## src/rtl/qic117_status_decoder.sv

```systemverilog
// QIC-117 TRK0 status-word decoder: measures low-pulse widths on the TRK0 line
// and assembles 8-bit status words, MSB first, with glitch, length and gap checks.
module qic117_status_decoder #(
  parameter int CLK_FREQ_HZ    = 200_000_000,
  parameter int MIN_LOW_US     = 250,
  parameter int BIT_THRESH_US  = 1000,
  parameter int MAX_LOW_US     = 2500,
  parameter int GAP_TIMEOUT_US = 3000
) (
  input  logic       clk,
  input  logic       reset_n,
  input  logic       enable,
  input  logic       trk0_in,
  output logic [7:0] status_word,
  output logic       status_valid,
  output logic       rx_error,
  output logic [1:0] err_code,
  output logic       busy,
  output logic [3:0] bit_count
);

  localparam int DIV = CLK_FREQ_HZ / 1_000_000;
  localparam int PW  = (DIV > 1) ? $clog2(DIV) : 1;
  localparam logic [PW-1:0] PRESC_MAX = PW'(DIV - 1);
  localparam logic [PW-1:0] PRESC_ONE = PW'(1);
  localparam logic [11:0] MIN_W    = 12'(MIN_LOW_US);
  localparam logic [11:0] THRESH_W = 12'(BIT_THRESH_US);
  localparam logic [11:0] MAX_W    = 12'(MAX_LOW_US);
  localparam logic [11:0] GAP_W    = 12'(GAP_TIMEOUT_US);

  typedef enum logic [1:0] {IDLE, LOW, GAP, WAIT_HIGH} state_t;

  state_t        state_q, state_d;
  logic          sync1_q, sync2_q, dly_q;
  logic [PW-1:0] presc_q, presc_d;
  logic [11:0]   cnt_q, cnt_d, cnt_now;
  logic [7:0]    shift_q, shift_d;
  logic [7:0]    status_word_q, status_word_d;
  logic          status_valid_q, status_valid_d;
  logic          rx_error_q, rx_error_d;
  logic [1:0]    err_code_q, err_code_d;
  logic          busy_q, busy_d;
  logic [3:0]    bit_count_q, bit_count_d;
  logic          fall, rise, tick, clear_cnt, bit_val;

  assign fall = dly_q & ~sync2_q;
  assign rise = ~dly_q & sync2_q;
  assign tick = (presc_q == PRESC_MAX);

  // cnt_now includes the tick of the current cycle, so it equals the whole
  // microseconds elapsed since the state was entered.
  assign cnt_now = (cnt_q == 12'hFFF) ? cnt_q : cnt_q + {11'd0, tick};
  assign bit_val = (cnt_now >= THRESH_W);

  always_comb begin
    state_d        = state_q;
    shift_d        = shift_q;
    status_word_d  = status_word_q;
    status_valid_d = 1'b0;
    rx_error_d     = 1'b0;
    err_code_d     = err_code_q;
    bit_count_d    = bit_count_q;
    clear_cnt      = 1'b0;

    unique case (state_q)
      IDLE: begin
        if (fall) begin
          state_d   = LOW;
          clear_cnt = 1'b1;
        end
      end
      LOW: begin
        if (cnt_now > MAX_W) begin
          rx_error_d  = 1'b1;
          err_code_d  = 2'b01;
          bit_count_d = 4'd0;
          state_d     = WAIT_HIGH;
        end else if (rise) begin
          if (cnt_now < MIN_W) begin
            if (bit_count_q == 4'd0) begin
              state_d = IDLE;
            end else begin
              state_d   = GAP;
              clear_cnt = 1'b1;
            end
          end else begin
            shift_d = {shift_q[6:0], bit_val};
            if (bit_count_q == 4'd7) begin
              status_word_d  = {shift_q[6:0], bit_val};
              status_valid_d = 1'b1;
              bit_count_d    = 4'd0;
              state_d        = IDLE;
            end else begin
              bit_count_d = bit_count_q + 4'd1;
              state_d     = GAP;
              clear_cnt   = 1'b1;
            end
          end
        end
      end
      GAP: begin
        // A falling edge beats a simultaneous timeout.
        if (fall) begin
          state_d   = LOW;
          clear_cnt = 1'b1;
        end else if (cnt_now > GAP_W) begin
          rx_error_d  = 1'b1;
          err_code_d  = 2'b10;
          bit_count_d = 4'd0;
          state_d     = IDLE;
        end
      end
      WAIT_HIGH: begin
        if (sync2_q) state_d = IDLE;
      end
      default: state_d = IDLE;
    endcase

    if (!enable) begin
      state_d        = IDLE;
      shift_d        = shift_q;
      status_word_d  = status_word_q;
      status_valid_d = 1'b0;
      rx_error_d     = 1'b0;
      err_code_d     = err_code_q;
      bit_count_d    = 4'd0;
      clear_cnt      = 1'b0;
    end

    busy_d  = (state_d != IDLE);
    cnt_d   = clear_cnt ? 12'd0 : cnt_now;
    presc_d = (fall | rise | tick) ? '0 : presc_q + PRESC_ONE;
  end

  always_ff @(posedge clk or negedge reset_n) begin
    if (!reset_n) begin
      state_q        <= IDLE;
      sync1_q        <= 1'b1;
      sync2_q        <= 1'b1;
      dly_q          <= 1'b1;
      presc_q        <= '0;
      cnt_q          <= 12'd0;
      shift_q        <= 8'h00;
      status_word_q  <= 8'h00;
      status_valid_q <= 1'b0;
      rx_error_q     <= 1'b0;
      err_code_q     <= 2'b00;
      busy_q         <= 1'b0;
      bit_count_q    <= 4'd0;
    end else begin
      state_q        <= state_d;
      sync1_q        <= trk0_in;
      sync2_q        <= sync1_q;
      dly_q          <= sync2_q;
      presc_q        <= presc_d;
      cnt_q          <= cnt_d;
      shift_q        <= shift_d;
      status_word_q  <= status_word_d;
      status_valid_q <= status_valid_d;
      rx_error_q     <= rx_error_d;
      err_code_q     <= err_code_d;
      busy_q         <= busy_d;
      bit_count_q    <= bit_count_d;
    end
  end

  assign status_word  = status_word_q;
  assign status_valid = status_valid_q;
  assign rx_error     = rx_error_q;
  assign err_code     = err_code_q;
  assign busy         = busy_q;
  assign bit_count    = bit_count_q;

endmodule

```

## config.mk

```make
export PLATFORM = sky130hd
export DESIGN_NAME = qic117_status_decoder
export DESIGN_NICKNAME = d
export VERILOG_FILES = /design/src/rtl/qic117_status_decoder.sv
export SDC_FILE = /design/constraint.sdc
export NUM_CORES = 1
export LEC_CHECK = 0
export CAP_MARGIN = 0
export CORE_MARGIN = 1.5
export CORE_UTILIZATION = 50
export CTS_BUF_LIST = sky130_fd_sc_hd__clkbuf_8
export DETAILED_ROUTE_END_ITERATION = 10
export DONT_BUFFER_PORTS = 1
export PLACE_DENSITY = 0.72
export SLEW_MARGIN = 25
export SYNTH_ARGS = -nofsm -noshare
export SYNTH_HDL_FRONTEND = slang
export SYNTH_SLANG_ARGS = --single-unit
```

## constraint.sdc

```tcl
create_clock -name clk -period 5 [get_ports clk]
set_input_delay 0.5 -clock clk [delete_from_list [all_inputs] [get_ports clk]]
set_output_delay 0.5 -clock clk [all_outputs]
set_load 0.02 [all_outputs]
```

==> impl_metrics.json, run 1 <==
{
  "layout.nets": 284,
  "die-area_sq_um": 5950,
  "critical-path-top-delay-family": "simple AND/OR/NAND/NOR gates",
  "maximum_number_of_pins_on_one_net_before_global_route_repair": 47,
  "floorplan.io_pins": 21,
  "tritoncts_num_sinks": 49,
  "clk_latency_worst_skew_pair_ps": 310,
  "cp_bufs_invs": 1,
  "cts_tree": "done",
  "numCtsBuffers": 5,
  "wire_per_inst_microns": 16.5,
  "timing.critical_path.required_ps": 5180,
  "synth_cell_types": 60,
  "max_cap_viol_count": 0,
  "cts_resized": 0,
  "crit_path_top_delay_cell": "sky130_fd_sc_hd__o41ai_1",
  "synth-seq-area-share_pct": 44.7,
  "drt-total-wl_mm": 5.55,
  "status": "finished clean",
  "most-common-layout-cells": "46 x sky130_fd_sc_hd__dfrtp_1, 21 x sky130_fd_sc_hd__nor2_1, 17 x sky130_fd_sc_hd__nand2_1, 16 x sky130_fd_sc_hd__mux2_2",
  "timing.max_slew.rel_slack_pct": 44.6,
  "synth_top_cell_by_area": "sky130_fd_sc_hd__dfrtp_1",
  "grt_pass1_vias": 1928,
  "grt_pass1_wl_mm": 9.56,
  "final_antenna_net_count": 0,
  "cts.path.max_buffers": 2,
  "cts-htree-levels": 2,
  "area_delta_synth_final_pct": 7.24,
  "post-route-drc-count": 0,
  "grt_antenna_before_repair": 0,
  "layout-drive-gt1-share_pct": 17.2,
  "placementRows": 26,
  "hold_path.class": "in -> async",
  "cts_root_buffer": "sky130_fd_sc_hd__clkbuf_8",
  "rsz0062_at_grt": "no",
  "crit_path_start_kind": "flop",
  "synth_area_sq_um": 2750,
  "measured_slew_at_the_worst_slew_check_pin_ps": 829,
  "cp_max_fo": 12,
  "grt_remaining_overflow": 0,
  "timing.setup.tns_ps": 0,
  "yosysWarnings": 0,
  "setup_viol": 0,
  "fp.coreArea_sq_um": 5200,
  "synth-edff-count": 0,
  "timing.final.max_slew_violations": 0,
  "placed_wire_length_estimate_after_detailed_placement_mm": 3.95,
  "antenna_cells": 0,
  "synth_async_reset_ratio_pct": 100,
  "maximum_clock_rate_mhz": 243,
  "clk_pin_slew_ps": 100,
  "post_cts_repair_timing_setup_buffer_count": 0,
  "die_width_microns": 77.1,
  "cp_cell_sequence": "ha_1, nand4_1, nor4_1, ha_1, nand4_1, nor4_1, mux2i_1, nand2_1, o41ai_1, nor4_1, buf_4, a2111oi_0",
  "vias_per_cell": 6.08,
  "fin_crit_sh_pct": 82.4,
  "layout.cells.most_common": "sky130_fd_sc_hd__dfrtp_1",
  "r2r_setup_slack_ps": 880,
  "postSynthNetCount": 279,
  "synthCells": 261,
  "timing.clock.skew_ps": 2.86,
  "worst_ir_drop_vdd_mv": 0.252,
  "synth_area_leaders": "sky130_fd_sc_hd__dfrtp_1 42%, sky130_fd_sc_hd__mux2_2 6.6%, sky130_fd_sc_hd__ha_1 6.4%",
  "period_minus_slack_ps": 4120,
  "worstSetupPathType": "reg -> reg",
  "placed_instance_count": 328,
  "ys.flop_type": "sky130_fd_sc_hd__dfrtp_1",
  "p_per_area_nw_per_um2": 311,
  "hold_violations": 0,
  "cp_data_arrival_time_ps": 4300,
  "post_layout_nonfiller_instances": 337,
  "total_routing_usage_reported_by_global_routing_pct": 19.9,
  "cp_slowest_stage_delay_ps": 490,
  "drt_pass1_iterations": 4,
  "detailroute.via_count": 2050,
  "routability_congestion_estimate": 0.799,
  "yosysTopAreaCellShare_pct": 41.9,
  "postSynthRegisterBits": 49,
  "input_output_buffers": 0,
  "crit_path_end_kind": "flop",
  "critPathMostFrequentCell": "sky130_fd_sc_hd__nor4_1",
  "power.leakage_nw": 1.35,
  "chipHeight_microns": 77.1,
  "initial_core_util_pct": 52.8,
  "drt-initial-drc-count": 174,
  "syn-mean-instance-area_sq_um": 10.5,
  "hold_slack_ps": 23.6,
  "cts_hold_buf": 1
}
final timing paths:
path | start | endpoint | depth (start not counted)
worst max-delay path | presc_q[0] | cnt_q[8] | 12
worst min-delay path | reset_n | dly_q | 0
worst max register to register | presc_q[0] | cnt_q[8] | 12
worst min register to register | sync1_q | sync2_q | 0
max in group asynchronous | reset_n | bit_count[1] | 1
min in group clk | trk0_in | sync1_q | 0
layout make-up:
| type | instances | area [sq um] |
|---|---|---|
| clock buffer | 5 | 68.8 |
| tap | 70 | 87.6 |
| multi-input combinational | 194 | 1450 |
| sequential | 49 | 1230 |
| fill | 457 | 2260 |
| inverter | 14 | 52.6 |
| timing repair buffer | 2 | 35.0 |
| clock inverter | 3 | 26.3 |
state kept, by name, summed over array words and instances (netlist names):
| signal | cells |
|---|---|
| status_valid | 1 |
| sync2_q | 1 |
| err_code | 2 |
| status_word | 8 |
| bit_count | 4 |
| shift_q | 7 |
| sync1_q | 1 |
| presc_q | 8 |
| busy | 1 |
| state_q | 2 |
| cnt_q | 12 |
| dly_q | 1 |
| rx_error | 1 |
synthesized netlist by cell type, drive strengths merged (5+ instances only):
| cell | instances |
|---|---|
| a21oi | 5 |
| nand3 | 9 |
| inv | 14 |
| nand2 | 17 |
| nand4 | 7 |
| xor2 | 6 |
| mux2 | 16 |
| nor3 | 14 |
| dfrtp | 46 |
| o21ai | 10 |
| nor2 | 22 |
| ha | 14 |
| nand2b | 5 |
through the flow:
stage | utilization, % | setup slack, ps | area, sq um | power [W]
after global placement | 54.3 | 1080 | 2830 | 0.000660
after floorplan | - | 1640 | 2750 | 0.000620
final | 56.6 | 881 | 2950 | 0.000916
after CTS | 56.6 | 893 | 2950 | 0.000920
after global routing | 56.6 | 467 | 2950 | 0.000972
after detailed placement | 54.3 | 927 | 2830 | 0.000662
routing by layer:
layer | track usage [%] | up-vias | wire length [microns]
met5 | 0 | - | 0
met4 | 5.45 | 0 | 55
met3 | 3.81 | 4 | 331
met2 | 31.0 | 63 | 2620
met1 | 28.3 | 997 | 2540
li1 | - | 986 | -
report_power, final:
part	switching [W]	internal (W)
Sequential	0.0000529	0.000429
Combinational	0.000114	0.0000717
Clock	0.000145	0.000104
cell families (layout without fill, tap and decap cells):
| group | after synthesis | count (layout) | synth area share [%] |
|---|---|---|---|
| AOI/OAI and AO/OA | 55 | 55 | 16.3 |
| xor gates and xnor gates | 7 | 7 | 2.23 |
| adders and majority gates | 14 | 14 | 6.37 |
| buffers and inverters | 18 | 24 | 2.59 |
| DFF | 49 | 49 | 44.7 |
| muxes | 20 | 20 | 8.01 |
| and+or+nand+nor | 98 | 98 | 19.8 |
(Power assumes the default switching activity.)
==> run 2: changes to the inputs <==
- PLACE_DENSITY: 0.72 -> 0.75
- clock period: 5 -> 3.7 ns (I/O delays scaled with it)
==> impl_metrics.json, run 2 (synthesized netlist as in run 1, its figures left out) <==
{
  "power.leakage_nw": 1.41,
  "clk_pin_slew_ps": 90,
  "numCtsBuffers": 5,
  "most-common-layout-cells": "46 x sky130_fd_sc_hd__dfrtp_1, 21 x sky130_fd_sc_hd__nor2_1, 17 x sky130_fd_sc_hd__nand2_1, 16 x sky130_fd_sc_hd__mux2_2, 15 x sky130_fd_sc_hd__inv_1",
  "layout.cells.most_common": "sky130_fd_sc_hd__dfrtp_1",
  "routability_congestion_estimate": 0.896,
  "max_cap_viol_count": 0,
  "status": "finished clean",
  "cp_cell_sequence": "ha_1, nand4_1, nor4_2, ha_2, nand4_1, nor4_2, buf_4, mux2i_1, nand2_1, o41ai_2, nor4_1, buf_4, a2111oi_0",
  "input_output_buffers": 0,
  "r2r_setup_slack_ps": 220,
  "antenna_cells": 0,
  "grt_pass1_wl_mm": 9.67,
  "regMostFlops": "cnt_q",
  "critical-path-top-delay-family": "simple AND/OR/NAND/NOR gates",
  "cts_tree": "done",
  "worst_hold_startpoint": "trk0_in",
  "final_antenna_net_count": 0,
  "crit_path_end_kind": "flop",
  "timing.final.max_slew_violations": 0,
  "layout.nets": 292,
  "maximum_clock_rate_mhz": 288,
  "hold_path.class": "in -> reg",
  "crit_path_start_kind": "flop",
  "cp_max_fo": 12,
  "post_dp_cell_area_sq_um": 2880,
  "cp_data_arrival_time_ps": 3640,
  "crit_path_top_delay_cell": "sky130_fd_sc_hd__o41ai_2",
  "area_delta_synth_final_pct": 12.2,
  "worst_ir_drop_vdd_mv": 0.327,
  "placement.setup.worst_slack_ps": 141,
  "timing.critical_path.required_ps": 3860,
  "tritoncts_num_sinks": 49,
  "detailroute.via_count": 2131,
  "cts_root_buffer": "sky130_fd_sc_hd__clkbuf_8",
  "worst_hold_path.endpoint": "sync1_q",
  "die_width_microns": 77.1,
  "timing.clock.skew_ps": 7.27,
  "grt_antenna_before_repair": 0,
  "p_per_area_nw_per_um2": 420,
  "rsz0062_at_grt": "yes",
  "largest_reg_flops": 12,
  "cp_bufs_invs": 2,
  "cts.path.max_buffers": 2,
  "chipHeight_microns": 77.1,
  "cts-htree-levels": 2,
  "floorplan.io_pins": 21,
  "setup_viol": 0,
  "post-route-drc-count": 0,
  "finalInstanceArea_sq_um": 3090,
  "fin_crit_sh_pct": 93.9,
  "wire_per_inst_microns": 16.3,
  "layout-drive-gt1-share_pct": 21.1,
  "die-area_sq_um": 5950,
  "grt_remaining_overflow": 0,
  "timing.max_slew.rel_slack_pct": 46.9,
  "vias_per_cell": 6.18,
  "placementRows": 26,
  "critical_path.reg2reg.startpoint": "presc_q[0]",
  "hold_violations": 0,
  "drt-initial-drc-count": 194,
  "drt_pass1_iterations": 5,
  "post_cts_repair_timing_setup_buffer_count": 0,
  "r2r_cells": 13,
  "reg2reg_to": "cnt_q[2]",
  "measured_slew_at_the_worst_slew_check_pin_ps": 794,
  "worstSetupPathType": "reg -> reg",
  "clk_latency_worst_skew_pair_ps": 300,
  "period_minus_slack_ps": 3480,
  "fp.coreArea_sq_um": 5200,
  "holdPathStages": 0,
  "post-route-worst-setup-slack_ps": 225,
  "initial_core_util_pct": 52.8,
  "maximum_number_of_pins_on_one_net_before_global_route_repair": 50,
  "cp_slowest_stage_delay_ps": 400,
  "drt-total-wl_mm": 5.62,
  "placed_wire_length_estimate_after_detailed_placement_mm": 4.03,
  "total_routing_usage_reported_by_global_routing_pct": 20.1,
  "grt_pass1_vias": 2073
}
## run 2: cell count changes in the layout (fill, tap and decap cells not counted), moves of 2 or more
| cell | previous run | this run |
|---|---|---|
| sky130_fd_sc_hd__nor4_2 | 0 | 2 |
| sky130_fd_sc_hd__inv_6 | 3 | 0 |
| sky130_fd_sc_hd__nor4_1 | 3 | 1 |
| sky130_fd_sc_hd__buf_4 | 1 | 8 |
## run 2: metal layers
metal | GRT usage, % | wire length (microns) | vias up
met1 | 27.4 | 2560 | 1052
li1 | - | - | 1010
met5 | 0 | 0 | -
met4 | 6.36 | 76 | 0
met2 | 32.7 | 2720 | 61
met3 | 3.57 | 255 | 8
## run 2: how the worst max path moves through the flow
stage	start	to	slack (ps)	depth (start not counted)
after floorplan	presc_q[0]	status_word[0]	340	12
after global placement	presc_q[0]	status_word[3]	290	12
after detailed placement	presc_q[0]	cnt_q[8]	140	12
after CTS	presc_q[0]	cnt_q[8]	90	12
after global routing	presc_q[0]	cnt_q[8]	-110	13
final	presc_q[0]	cnt_q[2]	220	13
## run 2: power breakdown
group	switching, W	internal, W	total, W	leakage (nW)
clock network	0.000173	0.000200	0.000373	0.0595
registers	0.0000719	0.000579	0.000651	0.662
logic	0.000165	0.000106	0.000271	0.690
total	0.000410	0.000886	0.00130	1.41
## run 2: what timing repair did
item | in CTS | in global routing
hold endpoints to repair | 49 | 0
hold buffers | 2 | 0
endpoints found under the setup margin | 0 | 31
gates resized for setup | 0 | 9
## run 2: area by class of cell
| type | count | area, sq um |
|---|---|---|
| fillers | 442 | 2120 |
| multi-input cells | 194 | 1510 |
| flip-flops and latches | 49 | 1230 |
| repair buffers | 10 | 97.6 |
| well taps | 70 | 87.6 |
| clock buffers | 5 | 68.8 |
| inverters | 14 | 52.6 |
| clock inverters | 3 | 42.5 |
## run 2: metrics by stage
step	power [W]	instances	utilization [%]	TNS, ps	hold slack, ps
global placement	0.000896	335	55.3	0	75.1
floorplan	0.000838	261	-	0	74.4
finish	0.00130	345	59.3	0	66.7
CTS	0.00129	345	58.1	0	57.8
global route	0.00137	345	59.3	-254	47.8
detailed placement	0.000903	335	55.3	0	75.0
==> run 3: changes to the inputs <==
- ABC_AREA: default -> 1
- CORE_MARGIN: 1.5 -> default
==> impl_metrics.json, run 3 <==
{
  "synth_simple_gate_area_share_pct": 33.7,
  "p_per_area_nw_per_um2": 449,
  "cp_data_arrival_time_ps": 3510,
  "synth_async_reset_ratio_pct": 100,
  "layout.nets": 393,
  "r2r_cells": 17,
  "wire_per_inst_microns": 13.3,
  "reported_net_switching_power_w": 0.000458,
  "r2r_setup_slack_ps": 340,
  "crit_path_end_kind": "flop",
  "synth-seq-area-share_pct": 42.9,
  "synth_area_sq_um": 2870,
  "cellInternalPower_w": 0.000921,
  "postSynthNetCount": 390,
  "grt_antenna_before_repair": 0,
  "die_width_microns": 77.7,
  "ys.flop_type": "sky130_fd_sc_hd__dfrtp_1",
  "chipHeight_microns": 77.7,
  "critical_path.reg2reg.startpoint": "presc_q[0]",
  "tritoncts_num_sinks": 49,
  "cp_slowest_stage_delay_ps": 440,
  "layout-drive-gt1-share_pct": 7.45,
  "crit_path_top_delay_cell": "sky130_fd_sc_hd__nor4_1",
  "post_cts_repair_timing_setup_buffer_count": 0,
  "maximum_clock_rate_mhz": 297,
  "cts_tree": "done",
  "synthCells": 372,
  "synth-edff-count": 0,
  "input_output_buffers": 0,
  "critPathMostFrequentCell": "sky130_fd_sc_hd__nand2_1",
  "post_layout_nonfiller_instances": 448,
  "cp_max_fo": 12,
  "worstSetupPathType": "reg -> reg",
  "cp_cell_sequence": "ha_1, nand2_1, nor4_1, ha_1, nand2_1, nor2_4, nand3_1, nand2_1, inv_1, nor2_1, nand2_1, nor2_1, nand2_1, nand2_1, nand3_1, o21ai_2, a21boi_0",
  "timing.setup.tns_ps": 0,
  "initial_core_util_pct": 52.1,
  "drt-initial-drc-count": 151,
  "synth-xor-area-share_pct": 0.916,
  "synth_compound_area_share_pct": 9.16,
  "timing.critical_path.to": "cnt_q[1]",
  "worst_ir_drop_vdd_mv": 0.287,
  "numCtsBuffers": 5,
  "rsz0062_at_grt": "no",
  "routability_congestion_estimate": 0.880,
  "grt_remaining_overflow": 0,
  "synthMostInstantiatedCell": "sky130_fd_sc_hd__nand2_1",
  "clk_latency_worst_skew_pair_ps": 300,
  "vias_per_cell": 5.36,
  "synth_cell_types": 32,
  "placed_wire_length_estimate_after_detailed_placement_mm": 4.25,
  "flop_pwr_share_pct": 49.2,
  "reg2reg_to": "cnt_q[1]",
  "proportion_of_total_power_due_to_net_switching_pct": 33.2,
  "maximum_number_of_pins_on_one_net_before_global_route_repair": 50,
  "timing.clock.skew_ps": 11.0,
  "detailroute.via_count": 2402,
  "measured_slew_at_the_worst_slew_check_pin_ps": 816,
  "regMostFlops": "cnt_q",
  "synth_adder_area_share_pct": 6.11,
  "main_combinational_cell_family_by_area_after_synthesis": "simple AND/OR/NAND/NOR gates",
  "setup_viol": 0,
  "final_antenna_net_count": 0,
  "max_cap_viol_count": 0,
  "placementRows": 27,
  "drt-total-wl_mm": 5.98,
  "antenna_cells": 0,
  "cts.path.max_buffers": 2,
  "fin_crit_sh_pct": 90.9,
  "period_minus_slack_ps": 3360,
  "postSynthRegisterBits": 49,
  "yosysTopAreaCellShare_pct": 40.1,
  "post-route-drc-count": 0,
  "most-common-layout-cells": "108 x sky130_fd_sc_hd__nand2_1, 46 x sky130_fd_sc_hd__dfrtp_1, 43 x sky130_fd_sc_hd__inv_1, 36 x sky130_fd_sc_hd__nor2_1, 32 x sky130_fd_sc_hd__nand3_1",
  "clk_pin_slew_ps": 80,
  "die-area_sq_um": 6040,
  "total_routing_usage_reported_by_global_routing_pct": 22.1,
  "grt_pass1_vias": 2321,
  "hold_path.class": "in -> reg",
  "syn-mean-instance-area_sq_um": 7.71,
  "timing.critical_path.required_ps": 3840,
  "share_comb_of_total_power_pct": 21.8,
  "fp.coreArea_sq_um": 5510,
  "synth.top_cells.by_count": "108 x sky130_fd_sc_hd__nand2_1, 46 x sky130_fd_sc_hd__dfrtp_1, 43 x sky130_fd_sc_hd__inv_1",
  "layout.cells.most_common": "sky130_fd_sc_hd__nand2_1",
  "synth_top_cell_by_area": "sky130_fd_sc_hd__dfrtp_1",
  "hold_violations": 0,
  "floorplan.io_pins": 21,
  "power.leakage_nw": 1.62,
  "drt_pass1_iterations": 4,
  "cts-htree-levels": 2,
  "area_delta_synth_final_pct": 7.07,
  "yosysWarnings": 0,
  "grt_pass1_wl_mm": 10.5,
  "status": "finished clean",
  "largest_reg_flops": 12,
  "clock_power_share_pct": 28.9,
  "synth_mux_area_share_pct": 0,
  "timing.critical_path.from": "presc_q[0]",
  "timing.max_slew.rel_slack_pct": 45.4,
  "synth_area_leaders": "sky130_fd_sc_hd__dfrtp_1 40%, sky130_fd_sc_hd__nand2_1 14%, sky130_fd_sc_hd__ha_1 6.1%",
  "timing.final.max_slew_violations": 0,
  "crit_path_start_kind": "flop",
  "cts_root_buffer": "sky130_fd_sc_hd__clkbuf_8",
  "placed_instance_count": 438
}
## run 3: changes by cell type after synthesis, sizes merged, moves of 8 or more
| cell | change |
|---|---|
| o21ai | +10 |
| nand3 | +27 |
| inv | +29 |
| a21boi | +8 |
| a21oi | +9 |
| mux2 | -16 |
| nor2 | +18 |
| nand2 | +98 |
| nor3 | -10 |
## run 3: worst min-delay path by stage
stage	startpoint	end	slack [ps]	cells past startpoint
after floorplan	reset_n	bit_count[0]	70	0
after global placement	reset_n	presc_q[7]	80	0
after detailed placement	reset_n	presc_q[7]	80	0
after CTS	trk0_in	sync1_q	50	0
after global routing	trk0_in	sync1_q	40	0
final	trk0_in	sync1_q	60	0
## run 3: kinds of logic (layout without fill, tap and decap cells)
group / Yosys count / after routing
compound gates: 46 / 46
xor+xnor: 3 / 3
fa+ha+maj: 14 / 14
buf+inv: 49 / 53
flops: 49 / 49
simple gates: 211 / 211
## run 3: cell type report
cell class | count | area, sq um
clock buffers | 6 | 82.6
clock inverters | 2 | 37.5
fillers | 508 | 2440
inverters | 43 | 161
multi-input cells | 274 | 1430
flip-flops and latches | 49 | 1230
well taps | 72 | 90.1
repair buffers | 2 | 37.5
## run 3: power by group through the flow
stage	sequential (W)	clock, W	combinational, W
2_1_floorplan	0.000674	0	0.000236
3_3_place_gp	0.000687	0	0.000270
3_5_place_dp	0.000688	0	0.000283
4_1_cts	0.000678	0.000411	0.000301
5_1_grt	0.000688	0.000432	0.000349
6_report	0.000679	0.000399	0.000301
## run 3: through the flow
step                      worst slack [ps]  power [W]  hold slack [ps]  instance area, sq um  utilization (%)
after global placement                 534   0.000957             76.7                  2910             52.9
after global routing                  13.2    0.00147             37.6                  3070             55.8
after floorplan                       1010   0.000910             74.4                  2870                -
after CTS                              351    0.00139             49.1                  3070             55.8
after detailed placement               398   0.000971             76.6                  2910             52.9
final                                  337    0.00138             64.2                  3070             55.8
## run 3: timing repair
action / CTS / global route
gates resized for setup: 0 / 0
hold endpoints to repair: 49 / 0
hold buffers: 2 / 0
## run 3: critical path, delay by kind of cell (launching register included)
family	cells	cell delay (ps)
flip-flops	1	380
AO/OA/AOI/OAI	2	610
AND/OR/NAND/NOR	12	1690
adder cells (fa/ha/maj)	2	490
buffers and inverters	1	40
## run 3: routing by layer
layer	vias up	part of all wire [%]	global-route usage, %
met5	-	0	0
met4	0	1.1	6.79
met3	8	5.3	4.24
met2	57	47	35.8
met1	1133	46	30.0
li1	1204	-	-
